[config.mk]
export PLATFORM = sky130hd
export DESIGN_NAME = cpu_sequencer
export DESIGN_NICKNAME = d
export VERILOG_FILES = /design/src/rtl/cpu_sequencer.sv
export SDC_FILE = /design/constraint.sdc
export NUM_CORES = 1
export LEC_CHECK = 0
export BUFFER_PORTS_ARGS = -buffer_cell sky130_fd_sc_hd__buf_4
export CORE_ASPECT_RATIO = 0.6
export CORE_MARGIN = 10
export CORE_UTILIZATION = 48
export CTS_BUF_LIST = sky130_fd_sc_hd__clkbuf_4
export DETAILED_ROUTE_END_ITERATION = 10
export GPL_TIMING_DRIVEN = 1
export PLACE_DENSITY = 0.93
export SYNTH_ARGS = -nofsm -noshare
export SYNTH_HDL_FRONTEND = slang
export SYNTH_SLANG_ARGS = --single-unit
[constraint.sdc]
create_clock -name clk_in -period 2.3 [get_ports clk_in]
set_clock_uncertainty 0.15 [all_clocks]
set_input_delay 0.115 -clock clk_in [delete_from_list [all_inputs] [get_ports clk_in]]
set_output_delay 0.115 -clock clk_in [all_outputs]
set_load 0.1 [all_outputs]
[src/rtl/cpu_sequencer.sv]
// Multi-cycle control sequencer: owns PC, IR, NZCV flags and the fetch/data-memory handshakes,
// and gates the register-file, flag and data-memory write enables of a combinational ARM datapath.
module cpu_sequencer #(
  parameter int DATA_W  = 32,
  parameter int PC_W    = 8,
  parameter int ADDR_W  = 8,
  parameter int TIMEOUT = 16,
  parameter int CNT_W   = 16
) (
  input  logic              clk_in,
  input  logic              rst_n_in,
  input  logic              halt_in,
  output logic              instr_req_out,
  output logic [PC_W-1:0]   instr_addr_out,
  input  logic [31:0]       instr_rdata_in,
  input  logic              instr_ack_in,
  output logic [31:0]       ir_out,
  input  logic              cond_pass_in,
  input  logic              is_branch_in,
  input  logic              is_mem_in,
  input  logic              is_store_in,
  input  logic              rf_wr_in,
  input  logic              flag_wr_in,
  input  logic [3:0]        alu_flags_in,
  input  logic [DATA_W-1:0] alu_result_in,
  output logic              dmem_req_out,
  output logic              dmem_we_out,
  output logic [ADDR_W-1:0] dmem_addr_out,
  input  logic              dmem_ack_in,
  output logic              rf_we_out,
  output logic              rf_src_mem_out,
  output logic [3:0]        flags_out,
  output logic [PC_W-1:0]   pc_out,
  output logic [PC_W-1:0]   r15_out,
  output logic              retired_out,
  output logic [CNT_W-1:0]  retired_cnt_out,
  output logic              fault_out
);

  localparam int WAIT_W = $clog2(TIMEOUT + 1);

  typedef enum logic [1:0] {
    S_FETCH = 2'd0,
    S_EXEC  = 2'd1,
    S_MEM   = 2'd2,
    S_FAULT = 2'd3
  } state_e;

  state_e             state_q, state_d;
  logic [PC_W-1:0]    pc_q, pc_d;
  logic [31:0]        ir_q;
  logic [3:0]         flags_q;
  logic [ADDR_W-1:0]  dmem_addr_q;
  logic               store_q;
  logic [WAIT_W-1:0]  wait_q, wait_d;
  logic               pending_q, pending_d;
  logic               retired_q;
  logic [CNT_W-1:0]   retired_cnt_q;

  logic fetch_req;
  logic wait_expired;
  logic ir_we;
  logic flags_we;
  logic dmem_cap;
  logic retire;
  logic rf_we;

  // Only the low bits of the ALU result address PC / data memory; the rest is intentionally dropped.
  logic unused_alu;
  assign unused_alu = ^alu_result_in;

  // Gating with the reset pin makes the fetch request drop asynchronously, like the state-derived outputs.
  assign fetch_req    = rst_n_in && (state_q == S_FETCH) && (pending_q || !halt_in);
  assign wait_expired = (wait_q == WAIT_W'(TIMEOUT - 1));

  // NOTE: every signal driven here gets a default first, so no path can infer a latch.
  always_comb begin
    state_d   = state_q;
    pc_d      = pc_q;
    wait_d    = wait_q;
    pending_d = 1'b0;
    ir_we     = 1'b0;
    flags_we  = 1'b0;
    dmem_cap  = 1'b0;
    retire    = 1'b0;
    rf_we     = 1'b0;

    unique case (state_q)
      S_FETCH: begin
        if (fetch_req) begin
          if (instr_ack_in) begin
            ir_we   = 1'b1;
            wait_d  = '0;
            state_d = S_EXEC;
          end else if (wait_expired) begin
            state_d = S_FAULT;
          end else begin
            wait_d    = wait_q + 1'b1;
            pending_d = 1'b1;
          end
        end
      end

      S_EXEC: begin
        state_d = S_FETCH;
        wait_d  = '0;
        pc_d    = pc_q + PC_W'(4);
        if (!cond_pass_in) begin
          retire = 1'b1;
        end else if (is_branch_in) begin
          retire = 1'b1;
          pc_d   = alu_result_in[PC_W-1:0] & ~PC_W'(3);
        end else if (is_mem_in) begin
          dmem_cap = 1'b1;
          pc_d     = pc_q;
          state_d  = S_MEM;
        end else begin
          retire   = 1'b1;
          rf_we    = rf_wr_in;
          flags_we = flag_wr_in;
        end
      end

      S_MEM: begin
        if (dmem_ack_in) begin
          rf_we   = !store_q;
          retire  = 1'b1;
          pc_d    = pc_q + PC_W'(4);
          wait_d  = '0;
          state_d = S_FETCH;
        end else if (wait_expired) begin
          state_d = S_FAULT;
        end else begin
          wait_d = wait_q + 1'b1;
        end
      end

      S_FAULT: begin
        state_d = S_FAULT;
      end
    endcase
  end

  // NOTE: sequential state uses non-blocking assignments so every register samples pre-edge values.
  always_ff @(posedge clk_in or negedge rst_n_in) begin
    if (!rst_n_in) begin
      state_q   <= S_FETCH;
      pc_q      <= '0;
      wait_q    <= '0;
      pending_q <= 1'b0;
      retired_q <= 1'b0;
    end else begin
      state_q   <= state_d;
      pc_q      <= pc_d;
      wait_q    <= wait_d;
      pending_q <= pending_d;
      retired_q <= retire;
    end
  end

  always_ff @(posedge clk_in or negedge rst_n_in) begin
    if (!rst_n_in) begin
      ir_q        <= '0;
      flags_q     <= '0;
      dmem_addr_q <= '0;
      store_q     <= 1'b0;
    end else begin
      if (ir_we) begin
        ir_q <= instr_rdata_in;
      end
      if (flags_we) begin
        flags_q <= alu_flags_in;
      end
      if (dmem_cap) begin
        dmem_addr_q <= alu_result_in[ADDR_W-1:0];
        store_q     <= is_store_in;
      end
    end
  end

  // Retired-instruction counter sticks at all-ones instead of wrapping.
  always_ff @(posedge clk_in or negedge rst_n_in) begin
    if (!rst_n_in) begin
      retired_cnt_q <= '0;
    end else if (retire && (retired_cnt_q != '1)) begin
      retired_cnt_q <= retired_cnt_q + 1'b1;
    end
  end

  assign instr_req_out   = fetch_req;
  assign instr_addr_out  = pc_q;
  assign ir_out          = ir_q;
  assign dmem_req_out    = (state_q == S_MEM);
  assign dmem_we_out     = (state_q == S_MEM) && store_q;
  assign dmem_addr_out   = dmem_addr_q;
  assign rf_we_out       = rf_we;
  assign rf_src_mem_out  = (state_q == S_MEM) && !store_q;
  assign flags_out       = flags_q;
  assign pc_out          = pc_q;
  assign r15_out         = pc_q + PC_W'(8);
  assign retired_out     = retired_q;
  assign retired_cnt_out = retired_cnt_q;
  assign fault_out       = (state_q == S_FAULT);

endmodule
After elaboration in Yosys (flattened, before gate mapping)
Index checks and enable logic that the tools add are counted.
{"block": "totals", "regBits": 78, "latchBits": 0, "ramBits": 0, "mem_bits_ro": 0, "input_bits": 79, "out_inout_bits": 91, "elab_cells": 78, "memories": 0}
{"block": "classes", "n_addsub": 4, "multipliers": 0, "div": 0, "n_lt_le_gt_ge": 0, "eq_ne": 8, "shift": 0, "muxes": 43, "n_bitwise": 0, "n_reduce_logical": 13}
{"op": "$mux 8", "n": 4}
{"op": "$mux 1", "n": 23}
{"op": "$mux 5", "n": 4}
{"op": "$add 16x1->16 const B", "n": 1}
{"op": "$ne 16x16->1 const B", "n": 1}
{"op": "$pmux 8 s2", "n": 1}
{"op": "$pmux 5 s3", "n": 1}
{"op": "$mux 2", "n": 7}
{"op": "$add 8x3->8 const B", "n": 1}
{"op": "$add 8x4->8 const B", "n": 1}
{"op": "$pmux 2 s4", "n": 1}
{"op": "$add 5x1->5 const B", "n": 1}
{"op": "$eq 5x4->1 const B", "n": 1}
{"op": "$logic_and 1x1->1", "n": 5}
{"op": "$eq 2x2->1 const B", "n": 2}
{"op": "$ne 4x4->1 const B", "n": 1}
{"op": "$pmux 1 s2", "n": 2}
{"op": "$reduce_and 3->1", "n": 1}
{"op": "$reduce_bool 3->1", "n": 1}
{"op": "$eq 2x1->1 const B", "n": 1}
{"op": "$logic_not 1->1", "n": 2}
{"op": "$logic_not 2->1", "n": 1}
{"op": "$ne 2x1->1 const B", "n": 1}
{"op": "$ne 2x2->1 const B", "n": 1}
{"op": "other kinds (3)", "n": 3}

Logic depth before layout (Yosys ltp)
Gate-level depths: netlist of the first run.
{"block": "logic_depth", "word_depth": 5, "mapped_depth": 8}

Least setup slack after synthesis of the first run
OpenSTA, ideal clock, no wires.
{"block": "synth_timing", "path_kind": "reg-to-output", "startpoint": "reg state_q[0]", "endpoint": "out rf_we_out", "arrival_ns": 4.430, "path_slack_ns": -2.395, "stages_incl_launch_ff": 6, "n_path_buf": 0, "cell_sequence": "dfrtp_1 inv_1 ha_1 nor2b_1 a22oi_1 nor2b_1"}
{"block": "synth_between", "elab_chain_len": 2, "word_cells_on_any_way": 3, "cone_classes": "2 x eq/ne; 1 x mux"}
{"item": "from (decl)", "line": "49", "source": "state_e state_q, state_d;"}
{"item": "from (signal assigned)", "line": "153", "source": "state_q <= state_d;"}
{"item": "$eq 2x2->1"}
{"item": "via dmem_req_out", "line": "26", "source": "output logic dmem_req_out,"}
{"item": "$pmux 1 s2", "line": "88", "source": "unique case (state_q)"}
{"item": "to (decl)", "line": "30", "source": "output logic rf_we_out,"}
The timed path passes the listed nets, and every way through them passes these cells.

Worst setup path after layout of the first run
{"block": "layout_timing", "startpoint": "reg state_q[1]", "endpoint": "reg flags_q[0] (netlist: flags_out[0])"}
{"block": "layout_between", "elab_chain_len": 2}
{"item": "$eq 2x1->1", "line": "88"}
{"item": "$mux 1", "line": "88"}
{"item": "to (signal assigned)", "line": "172", "source": "flags_q <= alu_flags_in;"}
{"item": "to (decl)", "line": "52", "source": "logic [3:0] flags_q;"}
No other way between the ends.
A chain may end at the register's enable or synchronous reset.

==> run summary, run 1 <==
Synthesized area per cell: 12.1 µm²
Status: finished clean
Tcrit/Tclk final: 96.3%
Overflow after GRT: 0
Pin count of the biggest net entering global routing: 57
Max FO, Critical Path: 5
Synth cell count leaders: 76 x dfrtp_1, 46 x mux2_2, 16 x nand2_1
H-tree lvl count: 3
Worst hold path cell count: 4
Initial core utilization: 49.2%
Data arrival, critical path: 2.38 ns
Area of the core: 7210 µm²
HP Class: in2reg
GRT Overall Usage: 19.2%
CP Launch Type: register
Die width: 131 µm
Cell variety after synth: 43
Worst-Margin Slew: 0.972 ns
Num CTS Buffers: 9
Synth top area cells: dfrtp_1 54%, mux2_2 15%, ha_1 3.2%, xnor2_1 3.0%, buf_4 2.8%
Max stage delay cell, worst path: dlygate4sd3_1
Io pins: 170
Slew HR: 35.0%
CTS clock-pin slew for the worst setup and hold paths: 0.12 ns
Worst Min Path Start: is_branch_in
Synth top area share: 53.7%
Wirelength per Cell: 18.5 µm
Max-slew violations: 0
R2r setup slk: 0.09 ns
Global-route wire length before repair: 16900 µm
Worst setup margin: 0.0861 ns
Ys Warns: 0
Total wire length: 10800 µm
CP Data Required Time: 2.46 ns
CTS sink count: 76
Hold Path End: retired_out$_DFF_PN0_
Share of cells above drive strength 1: 47.1%
Nets@finish: 576
Hold Fails Final Rpt: 0
Full die area: 11300 µm²
Slowest stage delay, CP: 0.55 ns
DIE HEIGHT: 86.6 µm
Residual DRC count: 0
Maximum buffer depth of the clock tree: 2
IO Port Bufs: 139
EDFF count, synth: 0
CTS Root Buffer Type: clkbuf_4
FF-to-FF Start: state_q[1]$_DFFE_PN0P_
Worst-path cell chain: inv_2, ha_2, nand2_1, nor2_4, nand2_2, mux2_2, dlygate4sd3_1
Reg2reg path depth: 7
Post-Synthesis Cells: 292
Initial DRC count: 147
Post-synth top flop: dfrtp_1
Synthesized cell area: 3540 µm²
Number of global-route vias before repair: 3225
Async SR Flop Fraction: 100%
Worst slack at placement: 0.283 ns
Storage element area: 1910 µm²
Post-synthesis sequential area ratio: 53.7%
Area grow syn2layout: 52.7%
DP Wirelength: 7720 µm
Multi-input gate area: 1600 µm²
Via Count: 2989
CTS tree: done
Fmax: 452 MHz
Via/cell ratio: 5.12
Antenna Nets Post-Route: 0
Critical path class: reg2reg
Post-synthesis register bit count: 76
Gpl congestion: 0.808
Worst-Skew Late Latency: 0.42 ns
Site Rows: 24
Diode count: 0
Min cycle time layout: 2.21 ns
MaxCap Viol Count: 0
Final setup fails: 0
Reg2Reg Capture Point: flags_out[0]$_DFFE_PN0P_
Antenna violations before repair: 0
Area leader, netlist: dfrtp_1
Count leader, synth: dfrtp_1
Critical path endpoint category: register
Pre-antenna DRT Iters: 4
# fillers: 443
[repair_timing]
action | CTS | global route
hold buffers | 55 | 0
setup buffers | 0 | 1
cloned | 0 | 0
gates resized for setup | 3 | 5
hold endpoints to repair | 133 | 0
setup endpoints to repair | 1 | 4
[flip-flops by register name, indices dropped and copies added (netlist names)]
signal / flops
pending_q: 1
retired_out: 1
wait_q: 5
flags_out: 4
dmem_addr_out: 8
ir_out: 32
retired_cnt_out: 16
store_q: 1
state_q: 2
instr_addr_out: 6
[layer usage]
metal / wire (µm) / global-route usage (%) / up-vias
met5: 0 / 0 / -
met4: 102 / 4.92 / 0
met3: 904 / 9.21 / 10
met2: 5660 / 33.0 / 109
li1: - / - / 1410
met1: 4130 / 20.9 / 1460
[how the worst max path moves through the flow]
stage                           start                              to  slack (ns)
2_1_floorplan  state_q[0]$_DFFE_PN0P_                       rf_we_out       -0.23
3_3_place_gp   state_q[0]$_DFFE_PN0P_  retired_cnt_out[1]$_DFFE_PN0P_        0.35
3_5_place_dp   state_q[0]$_DFFE_PN0P_           wait_q[0]$_DFFE_PN0P_        0.28
4_1_cts        state_q[1]$_DFFE_PN0P_        flags_out[0]$_DFFE_PN0P_        0.01
5_1_grt        state_q[1]$_DFFE_PN0P_                       rf_we_out       -0.03
6_report       state_q[1]$_DFFE_PN0P_        flags_out[0]$_DFFE_PN0P_        0.09
[cells in the final DEF (no fill, tap or decap), types with 2 or more instances in the layout]
| cell type | netlist | routed |
|---|---|---|
| nand2_1 | 16 | 15 |
| o21ai_0 | 13 | 13 |
| nand3_1 | 13 | 13 |
| xor2_1 | 5 | 4 |
| dlygate4sd3_1 | 0 | 55 |
| buf_12 | 0 | 2 |
| nor2_1 | 12 | 11 |
| clkbuf_4 | 0 | 10 |
| dfrtp_1 | 76 | 67 |
| buf_4 | 13 | 142 |
| nand3b_1 | 2 | 2 |
| a21oi_1 | 12 | 12 |
| and3_2 | 1 | 2 |
| and3_1 | 4 | 3 |
| ha_1 | 9 | 7 |
| nand2b_1 | 4 | 4 |
| clkinv_2 | 0 | 3 |
| and2_1 | 2 | 2 |
| clkinv_1 | 0 | 2 |
| dfrtp_2 | 0 | 9 |
| conb_1 | 1 | 6 |
| xnor2_1 | 12 | 10 |
| xnor2_4 | 0 | 2 |
| a2bb2oi_1 | 2 | 2 |
| mux2i_1 | 3 | 3 |
| inv_1 | 6 | 5 |
| nand4_1 | 10 | 10 |
| nor2b_4 | 0 | 2 |
| mux2_2 | 46 | 46 |
| nor2b_1 | 5 | 3 |
[metrics by stage]
stage / cells / util [%] / instance area, µm² / hold slack, ns / TNS, ns
global placement: 512 / 65.5 / 4720 / -0.120 / 0
floorplan: 297 / - / 3650 / -0.331 / -0.229
detailed placement: 512 / 65.5 / 4720 / -0.117 / 0
global route: 584 / 75.1 / 5410 / 0.0325 / -0.0609
finish: 584 / 75.1 / 5410 / 0.0652 / 0
CTS: 583 / 74.8 / 5390 / 0.0134 / 0
[cell type report]
class / instances / area share, %
clock buffer: 10 / 1.39
clock inverter: 6 / 0.578
inverter: 6 / 0.416
multi-input combinational: 196 / 29.6
sequential: 76 / 35.3
tap: 91 / 2.10
timing repair buffer: 199 / 30.6
[logic make-up after synthesis]
group	after synthesis	synth area share, %
buffers and inverters	25	4.17
other	1	0.106
multiplexers	50	15.9
AO/OA/AOI/OAI	36	6.14
XOR/XNOR	17	4.20
flip-flops	76	53.7
adder cells (fa/ha/maj)	9	3.18
AND/OR/NAND/NOR	78	12.7
[worst max-delay path: cells and delay by family (launching register included)]
| family | cells | cell delay [ns] |
|---|---|---|
| adder cells (fa/ha/maj) | 1 | 0.22 |
| buffers and inverters | 2 | 0.65 |
| multiplexers | 1 | 0.28 |
| flip-flops | 1 | 0.46 |
| AND/OR/NAND/NOR | 3 | 0.33 |
Power of run 1 is left out: the tool's default activity adds up to more than one toggle a clock period on the data nets, which glitch-free logic cannot reach.
==> inputs of run 2 (changes only) <==
--- a/config.mk
+++ b/config.mk
@@ -12,7 +12,7 @@
 export CTS_BUF_LIST = sky130_fd_sc_hd__clkbuf_4
 export DETAILED_ROUTE_END_ITERATION = 10
 export GPL_TIMING_DRIVEN = 1
-export PLACE_DENSITY = 0.93
+export PLACE_DENSITY = 0.83
 export SYNTH_ARGS = -nofsm -noshare
 export SYNTH_HDL_FRONTEND = slang
 export SYNTH_SLANG_ARGS = --single-unit
==> run summary, run 2 (same netlist as run 1, synthesis figures left out) <==
Status: finished clean
DP Wirelength: 7580 µm
Layout Utilization: 75.5%
CP Launch Type: register
Nets@finish: 573
Io pins: 170
GRT Overall Usage: 18.7%
Slew HR: 49.6%
Max reg flops: 32
Via/cell ratio: 5.10
Commonest cells after routing, fill and taps aside: 142 x buf_4, 66 x dfrtp_1, 52 x dlygate4sd3_1
Antenna violations before repair: 0
Wirelength per Cell: 17.9 µm
Site Rows: 24
Tcrit/Tclk final: 95.4%
Min cycle time layout: 2.20 ns
Share of cells above drive strength 1: 47.8%
Pin count of the biggest net entering global routing: 62
# Post-CTS Setup Buffers: 0
Post-route cell area: 5440 µm²
Maximum buffer depth of the clock tree: 2
CTS Root Buffer Type: clkbuf_4
Number of global-route vias before repair: 3144
Worst-Margin Slew: 0.757 ns
Global-route wire length before repair: 16600 µm
Worst hold path cell count: 5
CTS clock-pin slew for the worst setup and hold paths: 0.12 ns
Max-slew violations: 0
Residual DRC count: 0
CP Data Required Time: 2.04 ns
Initial DRC count: 145
Initial core utilization: 49.2%
Diode count: 0
R2r setup slk: 0.20 ns
CTS tree: done
Critical path class: reg2out
Final setup fails: 0
Full die area: 11300 µm²
Num CTS Buffers: 9
Area of the core: 7210 µm²
Area grow syn2layout: 53.5%
Gpl congestion: 0.814
RSZ-0062 raised after global routing: false
Worst-Skew Late Latency: 0.45 ns
Hold Fails Final Rpt: 0
Reg2reg path depth: 7
CTS sink count: 76
Fmax: 456 MHz
Total Neg Setup Slack: 0 ns
Total wire length: 10400 µm
Post-DP Area: 4730 µm²
IO Port Bufs: 139
Reg2Reg Capture Point: instr_addr_out[2]$_DFFE_PN0P_
MaxCap Viol Count: 0
Worst slack at placement: 0.309 ns
H-tree lvl count: 3
Die width: 131 µm
HP Class: in2reg
Hold Path End: state_q[1]$_DFFE_PN0P_
Max FO, Critical Path: 7
Overflow after GRT: 0
Pre-antenna DRT Iters: 4
Commonest non-fill, non-tap cell in the layout: buf_4
Worst Min Path Start: halt_in
Worst setup margin: 0.105 ns
FF-to-FF Start: state_q[0]$_DFFE_PN0P_
DIE HEIGHT: 86.6 µm
Data arrival, critical path: 1.93 ns
Via Count: 2966
Antenna Nets Post-Route: 0
Critical path endpoint category: primary output
[run 2: cell count changes in the layout (fill, tap and decap cells not counted), sizes merged]
| cell | delta |
|---|---|
| dlygate4sd3 | -3 |
| clkbuf | -1 |
| clkinvlp | +1 |
| clkinv | -2 |
| bufinv | +2 |
[run 2: metal layers]
| metal | vias up | share of wire [%] | global-route usage, % |
|---|---|---|---|
| met5 | - | 0 | 0 |
| met4 | 0 | 1.3 | 6.63 |
| met3 | 11 | 7.1 | 6.89 |
| met2 | 101 | 52 | 32.5 |
| met1 | 1447 | 40 | 20.6 |
| li1 | 1407 | - | - |
[run 2: critical path, cell delays in order (launching register included)]
cell and delay, ns:
dfrtp_1 0.50, inv_1 0.16, ha_4 0.21, nor2b_4 0.13, a22oi_1 0.23, nor2b_4 0.07, buf_12 0.17
[run 2: cell type report]
type	instances	area [µm²]
Clock buffer	9	67.6
Clock inverter	7	91.3
Fill cell	483	1770
Inverter	6	22.5
Multi-Input combinational cell	196	1610
Sequential cell	76	1910
Tap cell	91	114
Timing Repair Buffer	196	1630
[run 2: worst max-delay path by stage]
stage                            from                              to  slack, ns  depth (start not counted)
2_1_floorplan  state_q[0]$_DFFE_PN0P_                       rf_we_out      -0.23                          5
4_1_cts        state_q[1]$_DFFE_PN0P_                       rf_we_out       0.02                          7
3_5_place_dp   state_q[1]$_DFFE_PN0P_  retired_cnt_out[1]$_DFFE_PN0P_       0.31                          4
5_1_grt        state_q[1]$_DFFE_PN0P_                       rf_we_out      0.005                          7
3_3_place_gp   state_q[0]$_DFFE_PN0P_  retired_cnt_out[1]$_DFFE_PN0P_       0.36                          4
6_report       state_q[0]$_DFFE_PN0P_                       rf_we_out       0.10                          6
[run 2: timing repair]
action / CTS / global route
gates resized for setup: 3 / 5
hold buffers: 52 / 0
endpoints found under the hold margin: 134 / 0
setup endpoints to repair: 1 / 1
[run 2: metrics by stage]
step                      hold WS [ns]  instances
after floorplan                 -0.331        297
after global placement          -0.146        513
after detailed placement        -0.143        513
after CTS                       0.0279        581
after global routing             0.106        581
final                           0.0457        581
Power of run 2 is left out for the same reason.
==> inputs of run 3 (changes only) <==
--- a/config.mk
+++ b/config.mk
@@ -5,10 +5,11 @@
 export SDC_FILE = /design/constraint.sdc
 export NUM_CORES = 1
 export LEC_CHECK = 0
+export ABC_AREA = 1
 export BUFFER_PORTS_ARGS = -buffer_cell sky130_fd_sc_hd__buf_4
 export CORE_ASPECT_RATIO = 0.6
 export CORE_MARGIN = 10
-export CORE_UTILIZATION = 48
+export CORE_UTILIZATION = 50
 export CTS_BUF_LIST = sky130_fd_sc_hd__clkbuf_4
 export DETAILED_ROUTE_END_ITERATION = 10
 export GPL_TIMING_DRIVEN = 1
==> run summary, run 3 <==
Worst-Margin Slew: 0.957 ns
Max reg flops: 32
Pint: 1.92 mW
Post-DP Area: 5100 µm²
R2r setup slk: 0.13 ns
Commonest non-fill, non-tap cell in the layout: nand2_1
Pin count of the biggest net entering global routing: 77
Io pins: 170
Synthesized area per cell: 7.94 µm²
Fin cells: 818
H-tree lvl count: 3
Min cycle time layout: 2.23 ns
Reg2reg path depth: 9
Initial core utilization: 51.1%
Ys Warns: 0
Synth top area share: 47.6%
Area of the core: 7820 µm²
HP Class: in2reg
EDFF count, synth: 0
Initial DRC count: 293
Slew HR: 36.2%
Combinational share of power: 10.5%
Worst-path cell chain: ha_1, nand2_1, o21ai_0, nand2_1, buf_4
Antenna violations before repair: 1
GRT Overall Usage: 21.9%
Share of cells above drive strength 1: 29.6%
Power per cell area: 432 nW/µm²
Critical path class: reg2out
Synth top area cells: dfrtp_1 48%, nand2_1 17%, nand3_1 6.8%, inv_1 4.4%, o21ai_0 2.9%
Tcrit/Tclk final: 96.8%
Slowest stage delay, CP: 0.47 ns
Portion of total power attributed to sequential cells: 52.3%
Area grow syn2layout: 49.0%
Cell variety after synth: 30
Async SR Flop Fraction: 100%
Max FO, Critical Path: 7
Leak: 3.19 nW
Final setup fails: 0
Max stage delay cell, worst path: dfrtp_2
DP Wirelength: 8870 µm
Post-route cell area: 5950 µm²
Via/cell ratio: 5.08
CTS clock-pin slew for the worst setup and hold paths: 0.13 ns
FF-to-FF Start: state_q[0]$_DFFE_PN0P_
Post-synth top flop: dfrtp_1
Maximum buffer depth of the clock tree: 2
Worst hold path cell count: 3
Critical path endpoint category: primary output
DIE HEIGHT: 89.2 µm
CTS sink count: 76
Synth cell count leaders: 178 x nand2_1, 76 x dfrtp_1, 54 x nand3_1
Reg2Reg Capture Point: ir_out[0]$_DFFE_PN0P_
Wirelength per Cell: 16.3 µm
CP dominant cell by count: nand2_1
Full die area: 12100 µm²
Area leader, netlist: dfrtp_1
Max-slew violations: 0
IO Port Bufs: 139
CTS Root Buffer Type: clkbuf_4
Post-synthesis sequential area ratio: 47.6%
Number of global-route vias before repair: 4175
Pre-antenna DRT Iters: 5
Worst-Skew Late Latency: 0.44 ns
Via Count: 4158
Gpl congestion: 0.877
Global-route wire length before repair: 21100 µm
Num CTS Buffers: 9
Post-synthesis register bit count: 76
P_sw: 0.656 mW
Count leader, synth: nand2_1
Critical Path Sink: r15_out[7]
Die width: 135 µm
Overflow after GRT: 0
Fmax: 449 MHz
CTS tree: done
Data arrival, critical path: 1.96 ns
MaxCap Viol Count: 0
Post-Synthesis Cells: 503
Site Rows: 25
CP Launch Type: register
Synthesized cell area: 3990 µm²
Switching part of the total power: 25.5%
VDD IR max: 357 µV
Total wire length: 13300 µm
Antenna Nets Post-Route: 0
Status: finished clean
Worst Setup SP: instr_addr_out[4]$_DFFE_PN0P_
Hold Fails Final Rpt: 0
Placed cell count: 734
CP Data Required Time: 2.04 ns
Clk pwr share: 37.2%
Commonest cells after routing, fill and taps aside: 177 x nand2_1, 145 x buf_4, 70 x dfrtp_1
Nets@finish: 792
Residual DRC count: 0
run 3: cell types whose count changed in the layout (fill, tap and decap cells not counted), sizes merged, moves of 11 or more:
cell	change
nor2	+24
o21ai	+19
nand3	+41
nand2	+169
mux2	-41
inv	+46
dlygate4sd3	+11
run 3: per-layer routing:
metal	global-route usage, %	wire, µm	vias to the layer above
met5	0	0	-
met4	6.81	283	0
met3	6.79	1120	26
met2	36.3	6250	184
met1	27.1	5640	1969
li1	-	-	1979
run 3: kinds of logic (layout without fill, tap and decap cells):
kind of cell	after synthesis	count (layout)	synth area share [%]
buffers and inverters	76	276	9.34
and+or+nand+nor	284	285	30.3
muxes	6	6	1.69
DFF	76	76	47.6
AOI/OAI and AO/OA	43	43	6.36
xor gates and xnor gates	8	8	1.75
adders and majority gates	9	9	2.82
other	1	7	0.0939
run 3: cell type report:
type	count	area [µm²]
sequential	76	1910
fill	555	1870
multi-input combinational	357	1790
timing repair buffer	210	1750
inverter	49	186
tap	108	135
clock inverter	7	96.3
clock buffer	9	67.6
timing repair inverter	1	7.51
antenna	1	2.50
run 3: how the worst min path moves through the flow:
| stage | from | endpoint | slack (ns) |
|---|---|---|---|
| 6_report | flag_wr_in | flags_out[2]$_DFFE_PN0P_ | 0.05 |
| 5_1_grt | flag_wr_in | flags_out[2]$_DFFE_PN0P_ | 0.07 |
| 4_1_cts | flag_wr_in | flags_out[2]$_DFFE_PN0P_ | 0.01 |
| 3_5_place_dp | is_store_in | store_q$_DFFE_PN0P_ | 0.18 |
| 3_3_place_gp | alu_flags_in[0] | flags_out[0]$_DFFE_PN0P_ | 0.17 |
| 2_1_floorplan | rst_n_in | dmem_addr_out[0]$_DFFE_PN0P_ | -0.33 |
run 3: power by group through the flow:
stage | Clock [mW] | Sequential [mW] | Combinational, mW
2_1_floorplan | 0 | 1.38 | 0.0745
3_3_place_gp | 0 | 1.37 | 0.187
3_5_place_dp | 0 | 1.37 | 0.191
4_1_cts | 0.990 | 1.34 | 0.265
5_1_grt | 1.05 | 1.35 | 0.289
6_report | 0.957 | 1.34 | 0.270
run 3: what timing repair did:
| item | 4_1_cts | 5_1_grt |
|---|---|---|
| resized for setup | 4 | 5 |
| hold endpoints to repair | 131 | 0 |
| cloned | 0 | 2 |
| setup endpoints to repair | 2 | 18 |
| pin swaps | 0 | 1 |
| hold buffers | 63 | 0 |
| buffers inserted | 0 | 2 |
run 3: metrics by stage:
| step | worst slack, ns | power (mW) | TNS, ns | hold WS (ns) | util (%) |
|---|---|---|---|---|---|
| final | 0.0742 | 2.57 | 0 | 0.0549 | 76.1 |
| after CTS | 0.00551 | 2.60 | 0 | 0.0136 | 75.5 |
| after floorplan | -0.104 | 1.46 | -0.197 | -0.331 | - |
| after detailed placement | 0.0794 | 1.56 | 0 | 0.184 | 65.2 |
| after global placement | 0.174 | 1.56 | 0 | 0.170 | 65.2 |
| after global routing | -0.0101 | 2.68 | -0.0101 | 0.0667 | 76.1 |
run 3: critical path, delay by kind of cell, from the launching register on:
family	cells	cell delay, ns
compound gates	1	0.32
flops	1	0.47
buf+inv	1	0.26
fa+ha+maj	1	0.22
simple gates	2	0.26
(Power assumes the default switching activity.)
